==> src/rtl/uart_pkg.sv <==
// Shared constants and types for the UART transmit arbiter.
package uart_pkg;

  localparam int CLK_HZ    = 50_000_000;
  localparam int UART_BAUD = 115200;

  // One frame is 10 bit times (start + 8 data + stop), rounded up to whole clocks.
  localparam int UART_BYTE_CYCLES = (10 * CLK_HZ + UART_BAUD - 1) / UART_BAUD;

  typedef enum logic [0:0] {
    IDLE = 1'b0,
    SEND = 1'b1
  } uart_arb_state_t;

endpackage

==> src/rtl/uart_rr_pick.sv <==
// Combinational round-robin picker: searches upward from the slot after the
// last grant, wrapping modulo NUM_REQ, and returns a one-hot grant plus index.
module uart_rr_pick
  import uart_pkg::*;
#(
  parameter int NUM_REQ = 3
) (
  input  logic [NUM_REQ-1:0] req_i,
  input  logic [2:0]         last_i,
  output logic [NUM_REQ-1:0] gnt_o,
  output logic [2:0]         idx_o,
  output logic               any_o
);

  localparam logic [2:0] LAST_IDX = 3'(NUM_REQ - 1);

  logic [7:0] req_pad_s;
  logic [2:0] cand_s;
  logic [2:0] idx_s;
  logic       found_s;
  logic       hit_s;

  // Walk the ring once starting after last_i; the first set request wins.
  always_comb begin
    req_pad_s                = 8'h00;
    req_pad_s[NUM_REQ-1:0]   = req_i;
    cand_s                   = last_i;
    idx_s                    = 3'd0;
    found_s                  = 1'b0;
    hit_s                    = 1'b0;
    for (int k = 0; k < NUM_REQ; k++) begin
      cand_s  = (cand_s == LAST_IDX) ? 3'd0 : cand_s + 3'd1;
      hit_s   = !found_s && req_pad_s[cand_s];
      idx_s   = hit_s ? cand_s : idx_s;
      found_s = found_s | hit_s;
    end
    gnt_o = '0;
    for (int j = 0; j < NUM_REQ; j++) begin
      gnt_o[j] = found_s && (idx_s == 3'(j));
    end
    idx_o = idx_s;
    any_o = found_s;
  end

endmodule

==> src/rtl/uart_tx_arbiter.sv <==
// Round-robin arbiter sharing one UART transmitter between NUM_REQ byte
// sources. Each grant launches one frame and then blocks further grants for
// BYTE_CYCLES clocks so the transmitter is never restarted mid-frame.
module uart_tx_arbiter
  import uart_pkg::*;
#(
  parameter int NUM_REQ     = 3,
  parameter int BYTE_CYCLES = UART_BYTE_CYCLES
) (
  input  logic                   clk_50m,
  input  logic                   reset_n,
  input  logic [NUM_REQ-1:0]     req_valid,
  input  logic [NUM_REQ*8-1:0]   req_data,
  output logic [NUM_REQ-1:0]     req_ready,
  output logic [7:0]             uart_tx_data,
  output logic                   uart_tx_enable,
  output logic                   busy,
  output logic [2:0]             grant_id,
  output logic [15:0]            byte_count
);

  localparam int               CNT_W     = (BYTE_CYCLES > 1) ? $clog2(BYTE_CYCLES) : 1;
  localparam logic [CNT_W-1:0] CNT_LOAD  = CNT_W'(BYTE_CYCLES - 1);
  localparam logic [2:0]       GRANT_RST = 3'(NUM_REQ - 1);

  uart_arb_state_t  state_q, state_d;
  logic [CNT_W-1:0] cnt_q, cnt_d;
  logic [7:0]       tx_data_q, tx_data_d;
  logic             tx_enable_q, tx_enable_d;
  logic             busy_q, busy_d;
  logic [2:0]       grant_id_q, grant_id_d;
  logic [15:0]      byte_count_q, byte_count_d;

  logic [NUM_REQ-1:0] pick_gnt_s;
  logic [2:0]         pick_idx_s;
  logic               pick_any_s;
  logic [63:0]        data_pad_s;
  logic [7:0]         pick_byte_s;

  uart_rr_pick #(
    .NUM_REQ (NUM_REQ)
  ) u_pick (
    .req_i  (req_valid),
    .last_i (grant_id_q),
    .gnt_o  (pick_gnt_s),
    .idx_o  (pick_idx_s),
    .any_o  (pick_any_s)
  );

  // Select the winning requester's byte out of the packed data bus.
  always_comb begin
    data_pad_s                  = 64'h0;
    data_pad_s[NUM_REQ*8-1:0]   = req_data;
    pick_byte_s                 = data_pad_s[{pick_idx_s, 3'b000} +: 8];
  end

  // Next-state logic: grant in IDLE, then count out one frame slot in SEND.
  always_comb begin
    state_d      = state_q;
    cnt_d        = cnt_q;
    tx_data_d    = tx_data_q;
    tx_enable_d  = 1'b0;
    busy_d       = busy_q;
    grant_id_d   = grant_id_q;
    byte_count_d = byte_count_q;
    case (state_q)
      IDLE: begin
        if (pick_any_s) begin
          state_d      = SEND;
          cnt_d        = CNT_LOAD;
          tx_data_d    = pick_byte_s;
          tx_enable_d  = 1'b1;
          busy_d       = 1'b1;
          grant_id_d   = pick_idx_s;
          byte_count_d = byte_count_q + 16'd1;
        end else begin
          busy_d = 1'b0;
        end
      end
      SEND: begin
        if (cnt_q == '0) begin
          state_d = IDLE;
          busy_d  = 1'b0;
        end else begin
          cnt_d = cnt_q - CNT_W'(1);
        end
      end
      default: begin
        state_d = IDLE;
        busy_d  = 1'b0;
      end
    endcase
  end

  // State, counter and output registers; reset truncates any frame in flight.
  always_ff @(posedge clk_50m or negedge reset_n) begin
    if (!reset_n) begin
      state_q      <= IDLE;
      cnt_q        <= '0;
      tx_data_q    <= 8'h00;
      tx_enable_q  <= 1'b0;
      busy_q       <= 1'b0;
      grant_id_q   <= GRANT_RST;
      byte_count_q <= 16'h0000;
    end else begin
      state_q      <= state_d;
      cnt_q        <= cnt_d;
      tx_data_q    <= tx_data_d;
      tx_enable_q  <= tx_enable_d;
      busy_q       <= busy_d;
      grant_id_q   <= grant_id_d;
      byte_count_q <= byte_count_d;
    end
  end

  // Accept strobe is combinational so the requester sees it in the grant cycle.
  always_comb begin
    if (state_q == IDLE) begin
      req_ready = pick_gnt_s;
    end else begin
      req_ready = '0;
    end
  end

  assign uart_tx_data   = tx_data_q;
  assign uart_tx_enable = tx_enable_q;
  assign busy           = busy_q;
  assign grant_id       = grant_id_q;
  assign byte_count     = byte_count_q;

endmodule

==> config.mk <==
export PLATFORM = sky130hd
export DESIGN_NAME = uart_tx_arbiter
export DESIGN_NICKNAME = d
export VERILOG_FILES = /design/src/rtl/uart_pkg.sv /design/src/rtl/uart_rr_pick.sv /design/src/rtl/uart_tx_arbiter.sv
export SDC_FILE = /design/constraint.sdc
export NUM_CORES = 1
export LEC_CHECK = 0
export BUFFER_PORTS_ARGS = -buffer_cell sky130_fd_sc_hd__buf_2
export CAP_MARGIN = 25
export CORE_AREA = 2 2 106 77
export DETAILED_ROUTE_END_ITERATION = 7
export DIE_AREA = 0 0 108 79
export PLACE_DENSITY_LB_ADDON = 0.3
export SLEW_MARGIN = 25
export SYNTH_ARGS = -nofsm -noshare
export SYNTH_HDL_FRONTEND = slang
export SYNTH_SLANG_ARGS = --single-unit
==> constraint.sdc <==
create_clock -name clk_50m -period 2 [get_ports clk_50m]
set_input_delay 0.4 -clock clk_50m [delete_from_list [all_inputs] [get_ports clk_50m]]
set_output_delay 0.4 -clock clk_50m [all_outputs]
set_load 0.02 [all_outputs]
# After elaboration in Yosys (flattened, before gate mapping)
# Cells that the tools add are included.
# word_totals
reg_bits,43
inputBits,29
output_inout_bits,32
wordCells,60
# classes
add_sub_neg,5
magnitude_cmp,3
eq_ne,8
shift,1
muxes,22
bitwise,3
n_reduce_logical,11
# op_table
cell,n
$shiftx 64x7->8,1
$mux 13,2
$pmux 13 s2,1
$mux 3,7
$add 16x1->16 const B,1
$logic_not 13->1,1
$sub 13x1->13 const B,1
$eq 3x2->1 const B,4
$lt 3x4->1 const B,3
$add 3x1->3 const B,3
$bmux 1 s3,3
$mux 1,7
$logic_and 1x1->1,5
$ne 2x2->1 const B,2
$pmux 1 s2,2
$reduce_and 2->1,2
$eq 3x1->1 const B,1
$logic_not 3->1,1
$logic_not 1->1,2
$ne 2x1->1 const B,1
$or 1x1->1,2
$not 1->1,1

# Longest topological paths before layout
# Gate-level depths: netlist (run 1).
# depth
depth_word,14
depth_mapped,7

# Cells and area by module
# From an unflattened synthesis (run 1), not the netlist that was laid out.
# hier_totals
cells_unflattened,229
hier_area_um2,2329.7
# modules_own_cells
module,instances,cells_per_inst,area_each_um2,seq_area_each_um2
uart_tx_arbiter,1,203,2148.3,1077.3
uart_rr_pick,1,26,181.4,0.0

# Least setup slack after synthesis (run 1)
# OpenSTA, ideal clock, no wires.
# synth_timing
kind,reg-to-output
startpoint,reg grant_id_q[2] (netlist: grant_id[2])
endpoint,out req_ready[0]
arrival_time_ns,1.732
t_required_ns,1.600
slack_ns,-0.132
path_stages_with_launch,8
path_cell_list,dfrtp_1 buf_4 or3_1 a21oi_1 o21ai_1 and2_0 clkbuf_2 and2b_2
# synth_via
elab_chain_cells,14
# synth_rtl
element,line_no,rtl
from (decl),uart_tx_arbiter.sv:31,"logic [2:0] grant_id_q, grant_id_d;"
from (signal assigned),uart_tx_arbiter.sv:111,grant_id_q <= grant_id_d;
$add 3x1->3 / $eq 3x2->1 (equally long branches),uart_rr_pick.sv:32,cand_s = (cand_s == LAST_IDX) ? 3'd0 : cand_s + 3'd1;
$mux 3 *,uart_rr_pick.sv:32,
branches (longest 10 deep; another with $add 3x1->3),-,
$logic_and 1x1->1 *,uart_rr_pick.sv:39,gnt_o[j] = found_s && (idx_s == 3'(j));
$mux 3 *,uart_tx_arbiter.sv:118,if (state_q == IDLE) begin
to (decl),uart_tx_arbiter.sv:14,"output logic [NUM_REQ-1:0] req_ready,"
# Mark *: on every way between the ends. The select of a mux whose other input is x is not followed.

# Worst setup path after layout (run 1)
# layout_timing
startpoint,reg grant_id_q[1] (netlist: grant_id[1])
endpoint,out req_ready[0]
# Same word-level chain as after synthesis.

==> reports/metrics.yaml, run 1 <==
critical_path:
  end_kind: "primary output"
  cp.arrival_ps: 1900
  crit_path_start_kind: "register"
  critPathRequiredTime_ps: 1600
  worst-setup-path-type: "register to primary output"
  cp_max_fo: 5
clock_network:
  postCtsHoldBufs: 0
  ctsLongestPathBuffers: 2
  cts_tree: "done"
  clockRootBuffer: "clkbuf_8"
  clk_pin_slew_ps: 90
  insertion_delay_ps: 290
  cts_max_level: 2
  cts.sinks: 43
  cts_buffers: 5
place:
  port_buffers: 60
  place_ws_ps: -96.7
  dp_hpwl_um: 4230
  gp_congestion: 0.881
floorplan:
  fp-row-count: 27
  start_util_pct: 29.1
  fp.dieH_um: 79
  ios: 61
  die-area_mm2: 0.00853
  core_mm2: 0.00760
  die_w_um: 108
layout:
  finalNetCount: 349
  final_util_pct: 41.8
  diodes: 0
  fillers: 771
  final_layout_size_suffix_gt1_share_pct: 44.8
  syn2layout_area_growth_pct: 43.9
sta:
  maxSlewHeadroom_pct: 73.2
  worstMarginPinSlew_ps: 399
  fin_skew_ps: 7.61
  fin_crit_ps: 2300
  setup_viol: 10
  slew_viol_final: 0
  rsz0062_at_grt: "yes"
  timing.final.ws_setup_ps: -296
  period_share_pct: 115
  hold_viol: 0
  max_freq_mhz: 435
grt:
  grt_first_pass_wirelength_um: 9950
  grt_pass1_vias: 2068
  antenna_found_initial: 0
  grt_overflow: 0
  grtUsageTotal_pct: 14.7
  grt_start_max_net_pins: 18
logic_synthesis:
  synth.cell_area_mm2: 0.00221
  synth_edf_count: 0
  post_synth_num_cell_types: 55
  yosys.area.top_type_share_pct: 47.5
  synthCells: 213
  seq_area_frac_synth_pct: 48.7
  ys_ff_latch: 43
  synth_fp_nets: 244
  synthTopCellsByCount: "dfrtp_1 (42), nand2_1 (18), nand3_1 (14)"
  ys_top_cells_by_area: "dfrtp_1 (48%), xnor2_1 (5.1%), mux2_4 (4.1%)"
  synth_top_cell_by_area: "dfrtp_1"
  ys.flop_type: "dfrtp_1"
  synth_warnings: 0
  syn_avg_cell_area_um2: 10.4
  synth_most_common_cell: "dfrtp_1"
  async_flop_share_pct: 100
power_and_ir_drop:
  ir_worst_vdd_mv: 0.295
  pwr_density_cell_mw_per_mm2: 561
  leakage_nw: 1.58
flow_run:
  drv_cap: 0
route:
  drc_errors: 0
  via_count: 2005
  wl_per_cell_um: 13.9
  antenna_left: 0
  drtIter0Drc: 89
  firstDrtPassIters: 4
  via_per_inst: 4.77
  totalWireLength_um: 5830
hold_path:
  hold_class: "primary input to async pin"
outcome:
  status: "finished, violations left"
  violations: "negative setup slack"
flip-flops by register name, indices dropped and copies added (netlist names):
register        count
uart_tx_data        8
busy                1
cnt_q              13
grant_id            3
byte_count         16
uart_tx_enable      1
state_q             1
cell usage in the layout (no fill, tap or decap), types with 3 or more instances in the layout:
master    instances
nor3_1            4
o21ai_0          10
nand4_1           6
and2_1            8
a21oi_1           7
nor2_1            5
dfrtp_1          41
nand2_1          16
nor4_1            3
xnor2_1          13
buf_4            39
a221o_1           7
buf_6             7
nor3_2            3
nand3_1          13
clkbuf_8          5
inv_1             5
a31oi_1           3
mux2_4            7
and3_1            5
buf_2            57
o31ai_1           3
critical path: stages (launching register included):
cell and delay (ps):
dfstp_2 580, buf_6 120, nand2_2 50, o32a_1 210
nand3_2 100, inv_2 60, and2_4 150, and2b_2 190
buf_6 130
area by class of cell:
type	instances	area (µm²)	area share [%]
Sequential cell	43	1080	33.9
Tap cell	101	126	3.97
Multi-Input combinational cell	157	1130	35.5
Clock inverter	2	60.1	1.89
Clock buffer	6	72.6	2.28
Timing Repair Buffer	105	692	21.8
Inverter	6	22.5	0.708
logic make-up after synthesis:
logic type	share of synthesized area (%)
multiplexers	5.55
buffers and inverters	3.17
flip-flops	48.7
AND/OR/NAND/NOR	19.9
AO/OA/AOI/OAI	15.6
adder cells (fa/ha/maj)	1.13
XOR/XNOR	5.94
routing by layer:
| layer | up-vias | track usage (%) | routed length, µm |
|---|---|---|---|
| met3 | 2 | 4.11 | 411 |
| met4 | 0 | 2.82 | 8 |
| met5 | - | 0 | 0 |
| met1 | 942 | 20.7 | 2820 |
| met2 | 62 | 22.8 | 2580 |
| li1 | 999 | - | - |
power by group:
group          internal [W]  switching (W)
Sequential         0.000869              0
Combinational     0.0000645      0.0000486
Clock              0.000499       0.000304
per-stage QoR:
step                      hold slack (ps)  TNS, ps  power [W]  instances  area [µm²]
after floorplan                       104    -12.5   0.000919        213        2230
after global placement                340     -435   0.000988        399        2860
after global routing                 21.5    -1800    0.00188        420        3180
final                                11.7     -857    0.00179        420        3180
after CTS                            20.5    -1500    0.00181        416        3120
after detailed placement              344     -626   0.000989        399        2860
what timing repair did:
| item | 4_1_cts | 5_1_grt |
|---|---|---|
| setup endpoints to repair | 13 | 15 |
| buffers inserted | 9 | 4 |
| pin swaps | 6 | 13 |
| resized for setup | 18 | 12 |
final timing paths:
kind / slack (ps) / from / to / cells past startpoint
hold reg to reg: 470 / byte_count[15] / byte_count[15] / 1
setup reg to reg: -30 / grant_id[1] / uart_tx_data[7] / 7
hold / removal: 10 / reset_n / cnt_q[1] / 1
min in group clk_50m: 330 / req_data[12] / uart_tx_data[4] / 2
max in group asynchronous: 1410 / reset_n / grant_id[1] / 2
setup / recovery: -300 / grant_id[1] / req_ready[0] / 8
Power figures use the tool's default switching activity.
==> inputs of run 2 (changes only) <==
--- a/config.mk
+++ b/config.mk
@@ -7,11 +7,12 @@
 export LEC_CHECK = 0
 export BUFFER_PORTS_ARGS = -buffer_cell sky130_fd_sc_hd__buf_2
 export CAP_MARGIN = 25
-export CORE_AREA = 2 2 106 77
+export CORE_AREA = 2 2 84 102
 export DETAILED_ROUTE_END_ITERATION = 7
-export DIE_AREA = 0 0 108 79
+export DIE_AREA = 0 0 86 104
 export PLACE_DENSITY_LB_ADDON = 0.3
 export SLEW_MARGIN = 25
 export SYNTH_ARGS = -nofsm -noshare
 export SYNTH_HDL_FRONTEND = slang
+export SYNTH_HIERARCHICAL = 1
 export SYNTH_SLANG_ARGS = --single-unit
==> reports/metrics.yaml, run 2 <==
sta:
  fin_skew_ps: 12.8  # +5.21 ps
  hold_viol: 0  # unchanged
  setup_viol: 2  # -8
  rsz0062_at_grt: "yes"
  maxSlewHeadroom_pct: 63.3  # -9.9 points
  period_share_pct: 102  # -13 points
  fin_crit_ps: 2040  # -255 ps
  max_freq_mhz: 490  # +12%
  worstMarginPinSlew_ps: 551  # +151 ps
  timing.final.ws_setup_ps: -41.2  # +255 ps
  slew_viol_final: 0  # unchanged
critical_path:
  cp_slowest_cell: "dfstp_2"
  critPathRequiredTime_ps: 1600  # about the same
  cpMostUsedCell: "buf_6"
  worst-setup-path-type: "register to primary output"
  crit_chain: "buf_6 > o21ai_2 > o2bb2ai_2 > o21a_1 > and2b_2 > buf_6"
  cpLargestDelayFamily: "flip-flops"
  max_stage_delay_ps: 590  # about the same
  cp.arrival_ps: 1640  # -260 ps
  cp_max_fo: 5  # unchanged
  crit_path_start_kind: "register"
  end_kind: "primary output"
  critical_path_buf_inv_count: 2  # -1
clock_network:
  cts_tree: "done"
  insertion_delay_ps: 290  # about the same
  cts_max_level: 2  # unchanged
  cts_buffers: 5  # unchanged
  ctsLongestPathBuffers: 2  # unchanged
  clk_pin_slew_ps: 80  # about the same
  cts.sinks: 43  # unchanged
  clockRootBuffer: "clkbuf_8"
  postCtsHoldBufs: 0  # unchanged
logic_synthesis:
  synth_xor_area_share_pct: 5.64  # -0.30 points
  ys_top_cells_by_area: "dfrtp_1 (45%), mux2i_1 (7.3%), nand2_1 (6.0%)"
  synth_compound_area_share_pct: 10.6  # -5.0 points
  synth.cell_area_mm2: 0.00233  # +5.4%
  synth_most_common_cell: "dfrtp_1"
  synth_top_cell_by_area: "dfrtp_1"
  ys.flop_type: "dfrtp_1"
  synthTopCellsByCount: "dfrtp_1 (42), nand2_1 (37), mux2i_1 (17)"
  synth_edf_count: 0  # unchanged
  syn_avg_cell_area_um2: 10.2  # -2.0%
  synth_warnings: 6  # +6
  synthSimpleGateAreaFrac_pct: 24.3  # +4.4 points
  synthAdderAreaFrac_pct: 1.61  # +0.48 points
  synthCells: 229  # +7.5%
  async_flop_share_pct: 100  # unchanged
  ys_ff_latch: 43  # unchanged
  post_synth_num_cell_types: 49  # -11%
  synth_mux_area_share_pct: 7.30  # +1.8 points
  synth_top_family_by_area: "simple AND/OR/NAND/NOR gates"
  synth_fp_nets: 261  # +7.0%
  seq_area_frac_synth_pct: 46.2  # -2.5 points
  yosys.area.top_type_share_pct: 45.1  # -2.4 points
outcome:
  status: "finished, violations left"
  violations: "negative setup slack"
power_and_ir_drop:
  clkPwrFrac_pct: 35.5  # -9.5 points
  power_w: 0.00150  # -16%
  swShare_pct: 22.7  # +2.9 points
  power_frac_comb_pct: 6.6  # +0.3 points
  pwr_density_cell_mw_per_mm2: 486  # -13%
  leakage_nw: 1.54  # -2.5%
  power.internal_w: 0.00116  # -19%
  power_frac_seq_pct: 57.9  # +9.3 points
  ir_worst_vdd_mv: 0.223  # -24%
  p_switching_w: 0.000340  # -3.6%
floorplan:
  fp-row-count: 36  # +33%
  fp.dieH_um: 104  # +32%
  ios: 61  # unchanged
  die-area_mm2: 0.00894  # +4.8%
  die_w_um: 86  # -20%
  start_util_pct: 29.2  # +0.14 points
  core_mm2: 0.00797  # +4.9%
layout:
  fillers: 787  # +2.1%
  final_common_cell: "buf_2"
  finalNetCount: 348  # -0.29%
  diodes: 0  # unchanged
  final_layout_size_suffix_gt1_share_pct: 38.5  # -6.3 points
  largest_reg_flops: 16  # unchanged
  syn2layout_area_growth_pct: 32.4
  design_area_mm2: 0.00309  # -3.0%
  layout_common_cells: "buf_2 (57), dfrtp_1 (41), nand2_1 (37), buf_4 (29), mux2i_1 (17)"
hold_path:
  hold_class: "primary input to async pin"
route:
  drc_errors: 0  # unchanged
  wl_per_cell_um: 13.1  # -5.3%
  totalWireLength_um: 5410  # -7.1%
  antenna_left: 0  # unchanged
  via_count: 1995  # -0.50%
  drtIter0Drc: 43  # -52%
  firstDrtPassIters: 4  # unchanged
  via_per_inst: 4.84  # +1.4%
place:
  gp_congestion: 0.754  # -14%
  port_buffers: 60  # unchanged
  dpl_cell_area_mm2: 0.00283  # -1.1%
  dp_hpwl_um: 3890  # -8.0%
grt:
  grt_pass1_vias: 2032  # -1.7%
  grt_first_pass_wirelength_um: 9220  # -7.3%
  grt_overflow: 0  # unchanged
  grtUsageTotal_pct: 12.4  # -2.3 points
  grt_start_max_net_pins: 44  # +26
  antenna_found_initial: 0  # unchanged
flow_run:
  drv_cap: 0  # unchanged
run 2: cell types whose count changed after synthesis, moves of 4 or more:
cell / delta
o31ai_1: -4
a21oi_1: -8
a221o_1: -7
xor2_1: +5
and2_1: -8
a22o_1: +7
nand3_1: -6
mux2i_1: +16
nor2_1: +6
nand2_1: +19
mux2_4: -6
xnor2_1: -5
run 2: stage by stage:
step	setup TNS (ps)	std cells	utilization, %	hold WS [ps]	setup WS, ps
floorplan	0	229	-	104	8.93
global placement	0	391	35.5	469	54.9
detailed placement	-43.3	391	35.5	472	-11.5
CTS	-19.1	404	37.0	188	-19.1
global route	-348	412	38.7	201	-118
finish	-66.7	412	38.7	170	-41.2
run 2: power groups by stage:
stage | combinational, W | clock (W) | sequential [W]
floorplan | 0.0000381 | 0 | 0.000886
global placement | 0.0000990 | 0 | 0.000886
detailed placement | 0.000101 | 0 | 0.000886
CTS | 0.000101 | 0.000554 | 0.000869
global route | 0.000113 | 0.000604 | 0.000869
finish | 0.0000990 | 0.000533 | 0.000869
run 2: timing repair:
action | in CTS | in global routing
setup buffers | 5 | 8
pin swaps | 0 | 7
endpoints found under the hold margin | 0 | 0
setup endpoints to repair | 11 | 24
resized for setup | 1 | 22
run 2: per-layer routing:
metal	routed length (µm)	up-vias	GRT usage, %
li1	-	986	-
met1	2400	965	15.3
met2	2780	40	20.9
met3	170	4	1.90
met4	70	0	5.90
met5	0	-	0
run 2: cells by family (layout without fill, tap and decap cells):
family / count (synthesis) / count (layout)
compound gates: 35 / 35
mux: 17 / 17
xor+xnor: 15 / 15
simple gates: 97 / 97
flops: 43 / 43
other cells: 1 / 1
buf+inv: 18 / 106
fa+ha+maj: 3 / 3
run 2: layout make-up:
| cell class | count | area [µm²] | share of cell area [%] |
|---|---|---|---|
| clock buffers | 6 | 72.6 | 2.35 |
| clock inverters | 2 | 12.5 | 0.406 |
| inverters | 7 | 28.8 | 0.933 |
| multi-input cells | 168 | 1210 | 39.1 |
| flip-flops and latches | 43 | 1080 | 35.0 |
| well taps | 95 | 119 | 3.85 |
| repair buffers | 91 | 568 | 18.4 |
run 2: final timing paths:
check	depth (start not counted)	endpoint	slack, ps	startpoint
max	6	req_ready[2]	-40	grant_id[1]
min	2	cnt_q[12]	170	reset_n
max reg2reg	8	byte_count[12]	140	grant_id[1]
min reg2reg	1	byte_count[15]	490	byte_count[15]
max in group asynchronous	2	grant_id[0]	1410	reset_n
min in group clk_50m	4	uart_tx_data[6]	430	req_data[14]
run 2: worst reg2reg max path, cell delays in order, from the launching register on:
cell and delay [ps]:
dfstp_2 590, buf_6 120, nand2b_1 140, o221a_1 190, nand2b_1 110, inv_4 140
nand4_4 160, nor3_2 210, xor2_1 150
==> inputs of run 3 (changes only) <==
--- a/config.mk
+++ b/config.mk
@@ -5,6 +5,7 @@
 export SDC_FILE = /design/constraint.sdc
 export NUM_CORES = 1
 export LEC_CHECK = 0
+export ABC_CLOCK_PERIOD_IN_PS = 2000
 export BUFFER_PORTS_ARGS = -buffer_cell sky130_fd_sc_hd__buf_2
 export CAP_MARGIN = 25
 export CORE_AREA = 2 2 84 102
@@ -16,3 +17,4 @@
 export SYNTH_HDL_FRONTEND = slang
 export SYNTH_HIERARCHICAL = 1
 export SYNTH_SLANG_ARGS = --single-unit
+export TNS_END_PERCENT = 1
==> reports/metrics.yaml, run 3 (synthesis results as in run 2) <==
layout:
  design_area_mm2: 0.00307  # -0.45%
  seqCellArea_mm2: 0.00108  # unchanged
  syn2layout_area_growth_pct: 31.8
  diodes: 0  # unchanged
  largest_reg_flops: 16  # unchanged
  final_common_cell: "buf_2"
  final_layout_size_suffix_gt1_share_pct: 38.4  # -0.073 points
  final_util_pct: 38.5  # -0.17 points
  fillers: 784  # -0.38%
  layout_common_cells: "buf_2 (57), dfrtp_1 (41), nand2_1 (37), buf_4 (28), mux2i_1 (17)"
  finalNetCount: 346  # -0.57%
  multi_input_area_mm2: 0.00121  # +0.41%
outcome:
  status: "finished, violations left"
  violations: "negative setup slack"
floorplan:
  die-area_mm2: 0.00894  # unchanged
  start_util_pct: 29.2  # unchanged
  ios: 61  # unchanged
  fp.dieH_um: 104  # unchanged
  die_w_um: 86  # unchanged
  core_mm2: 0.00797  # unchanged
  fp-row-count: 36  # unchanged
critical_path:
  reg2reg_depth: 8  # unchanged
  crit_chain: "buf_6 > o21ai_2 > o2bb2ai_2 > o21a_1 > and2b_2 > buf_6"
  cpMostUsedCell: "buf_6"
  reg2reg_setup_slack_ps: 140  # about the same
  end_kind: "primary output"
  endpoint: "req_ready[2]"
  max_stage_delay_ps: 590  # about the same
  r2r_start: "grant_id[1]"
  r2r_end: "byte_count[12]"
  critPathRequiredTime_ps: 1600  # about the same
  cpLargestDelayFamily: "flip-flops"
  cp.arrival_ps: 1640  # about the same
  critical_path_buf_inv_count: 2  # unchanged
  crit_start: "grant_id[1]"
  cp_num_cells: 6  # unchanged
  cp_slowest_cell: "dfstp_2"
  cp_max_fo: 5  # unchanged
  crit_path_start_kind: "register"
  worst-setup-path-type: "register to primary output"
grt:
  grtUsageTotal_pct: 12.4  # unchanged
  antenna_found_initial: 0  # unchanged
  grt_first_pass_wirelength_um: 9220  # unchanged
  grt_pass1_vias: 2032  # unchanged
  grt_start_max_net_pins: 44  # unchanged
  grt_overflow: 0  # unchanged
sta:
  rsz0062_at_grt: "yes"
  hold_viol: 0  # unchanged
  fin_skew_ps: 13.3  # +0.508 ps
  max_freq_mhz: 490  # about the same
  timing.final.ws_setup_ps: -41.4  # -0.213 ps
  slew_viol_final: 0  # unchanged
  maxSlewHeadroom_pct: 63.5  # +0.18 points
  fin_tns_setup_ps: -65.7  # +1.01 ps
  fin_crit_ps: 2040  # +0.213 ps
  setup_viol: 3  # +1
  period_share_pct: 102  # about the same
  worstMarginPinSlew_ps: 548  # -2.63 ps
power_and_ir_drop:
  pwr_density_cell_mw_per_mm2: 488  # +0.42%
  swShare_pct: 22.7  # about the same
  p_switching_w: 0.000340  # about the same
  power_frac_seq_pct: 57.9  # about the same
  clkPwrFrac_pct: 35.5  # about the same
  ir_worst_vdd_mv: 0.223  # about the same
  leakage_nw: 1.53  # -0.66%
  power_frac_comb_pct: 6.6  # about the same
  power.internal_w: 0.00116  # about the same
clock_network:
  ctsLongestPathBuffers: 2  # unchanged
  cts_buffers: 5  # unchanged
  insertion_delay_ps: 290  # about the same
  cts_tree: "done"
  clk_pin_slew_ps: 80  # about the same
  cts.sinks: 43  # unchanged
  clockRootBuffer: "clkbuf_8"
  cts_max_level: 2  # unchanged
  postCtsHoldBufs: 0  # unchanged
route:
  totalWireLength_um: 5370  # -0.76%
  drc_errors: 0  # unchanged
  via_count: 1998  # +0.15%
  via_per_inst: 4.87  # +0.64%
  antenna_left: 0  # unchanged
  drtIter0Drc: 49  # +14%
  firstDrtPassIters: 4  # unchanged
  wl_per_cell_um: 13.1  # -0.27%
flow_run:
  drv_cap: 0  # unchanged
place:
  dp_hpwl_um: 3890  # unchanged
  port_buffers: 60  # unchanged
  gp_congestion: 0.754  # unchanged
  dpl_cell_area_mm2: 0.00283  # unchanged
hold_path:
  hold_class: "primary input to async pin"
[run 3: cell types whose count changed in the layout (fill, tap and decap cells not counted), sizes merged]
cell	delta
buf	-2
[run 3: area by class of cell]
class,count,area share [%]
Multi-Input combinational cell,168,39.4
Sequential cell,43,35.1
Timing Repair Buffer,89,17.9
Tap cell,95,3.87
Clock buffer,6,2.36
Inverter,7,0.937
Clock inverter,2,0.407
[run 3: stage by stage]
step | hold slack [ps] | std cells | total power (W) | worst slack, ps
2_1_floorplan | 104 | 229 | 0.000924 | 8.93
3_3_place_gp | 469 | 391 | 0.000985 | 54.9
3_5_place_dp | 472 | 391 | 0.000987 | -11.5
4_1_cts | 188 | 404 | 0.00152 | -19.1
5_1_grt | 213 | 410 | 0.00158 | -118
6_report | 165 | 410 | 0.00150 | -41.4
[run 3: how the worst min path moves through the flow]
stage | start | endpoint | slack, ps | depth (start not counted)
2_1_floorplan | reset_n | busy | 100 | 0
3_3_place_gp | cnt_q[11] | cnt_q[11] | 470 | 1
3_5_place_dp | cnt_q[11] | cnt_q[11] | 470 | 1
4_1_cts | reset_n | busy | 190 | 2
5_1_grt | reset_n | cnt_q[5] | 210 | 2
6_report | reset_n | busy | 160 | 2
[run 3: repair_timing]
| item | CTS | global route |
|---|---|---|
| resized for setup | 1 | 21 |
| hold endpoints to repair | 0 | 0 |
| pin swaps | 0 | 6 |
| endpoints found under the setup margin | 11 | 24 |
| setup buffers | 5 | 6 |
| cloned | 0 | 0 |
[run 3: routing by layer]
layer | up-vias | global-route usage (%) | share of wire (%)
li1 | 981 | - | -
met1 | 963 | 15.3 | 44
met2 | 50 | 20.9 | 51
met3 | 4 | 1.90 | 3.7
met4 | 0 | 5.90 | 1.3
met5 | - | 0 | 0
[run 3: worst register-to-register path, cell delays in order (launching register included)]
cell,delay (ps)
dfstp_2,590
buf_6,120
nand2b_1,140
o221a_1,190
nand2b_1,110
inv_4,130
nand4_4,160
nor3_2,210
xor2_1,150
[run 3: power groups by stage]
stage	clock (W)	combinational, W	sequential [W]
2_1_floorplan	0	0.0000381	0.000886
3_3_place_gp	0	0.0000990	0.000886
4_1_cts	0.000554	0.000101	0.000869
3_5_place_dp	0	0.000101	0.000886
5_1_grt	0.000601	0.000113	0.000869
6_report	0.000533	0.0000987	0.000869
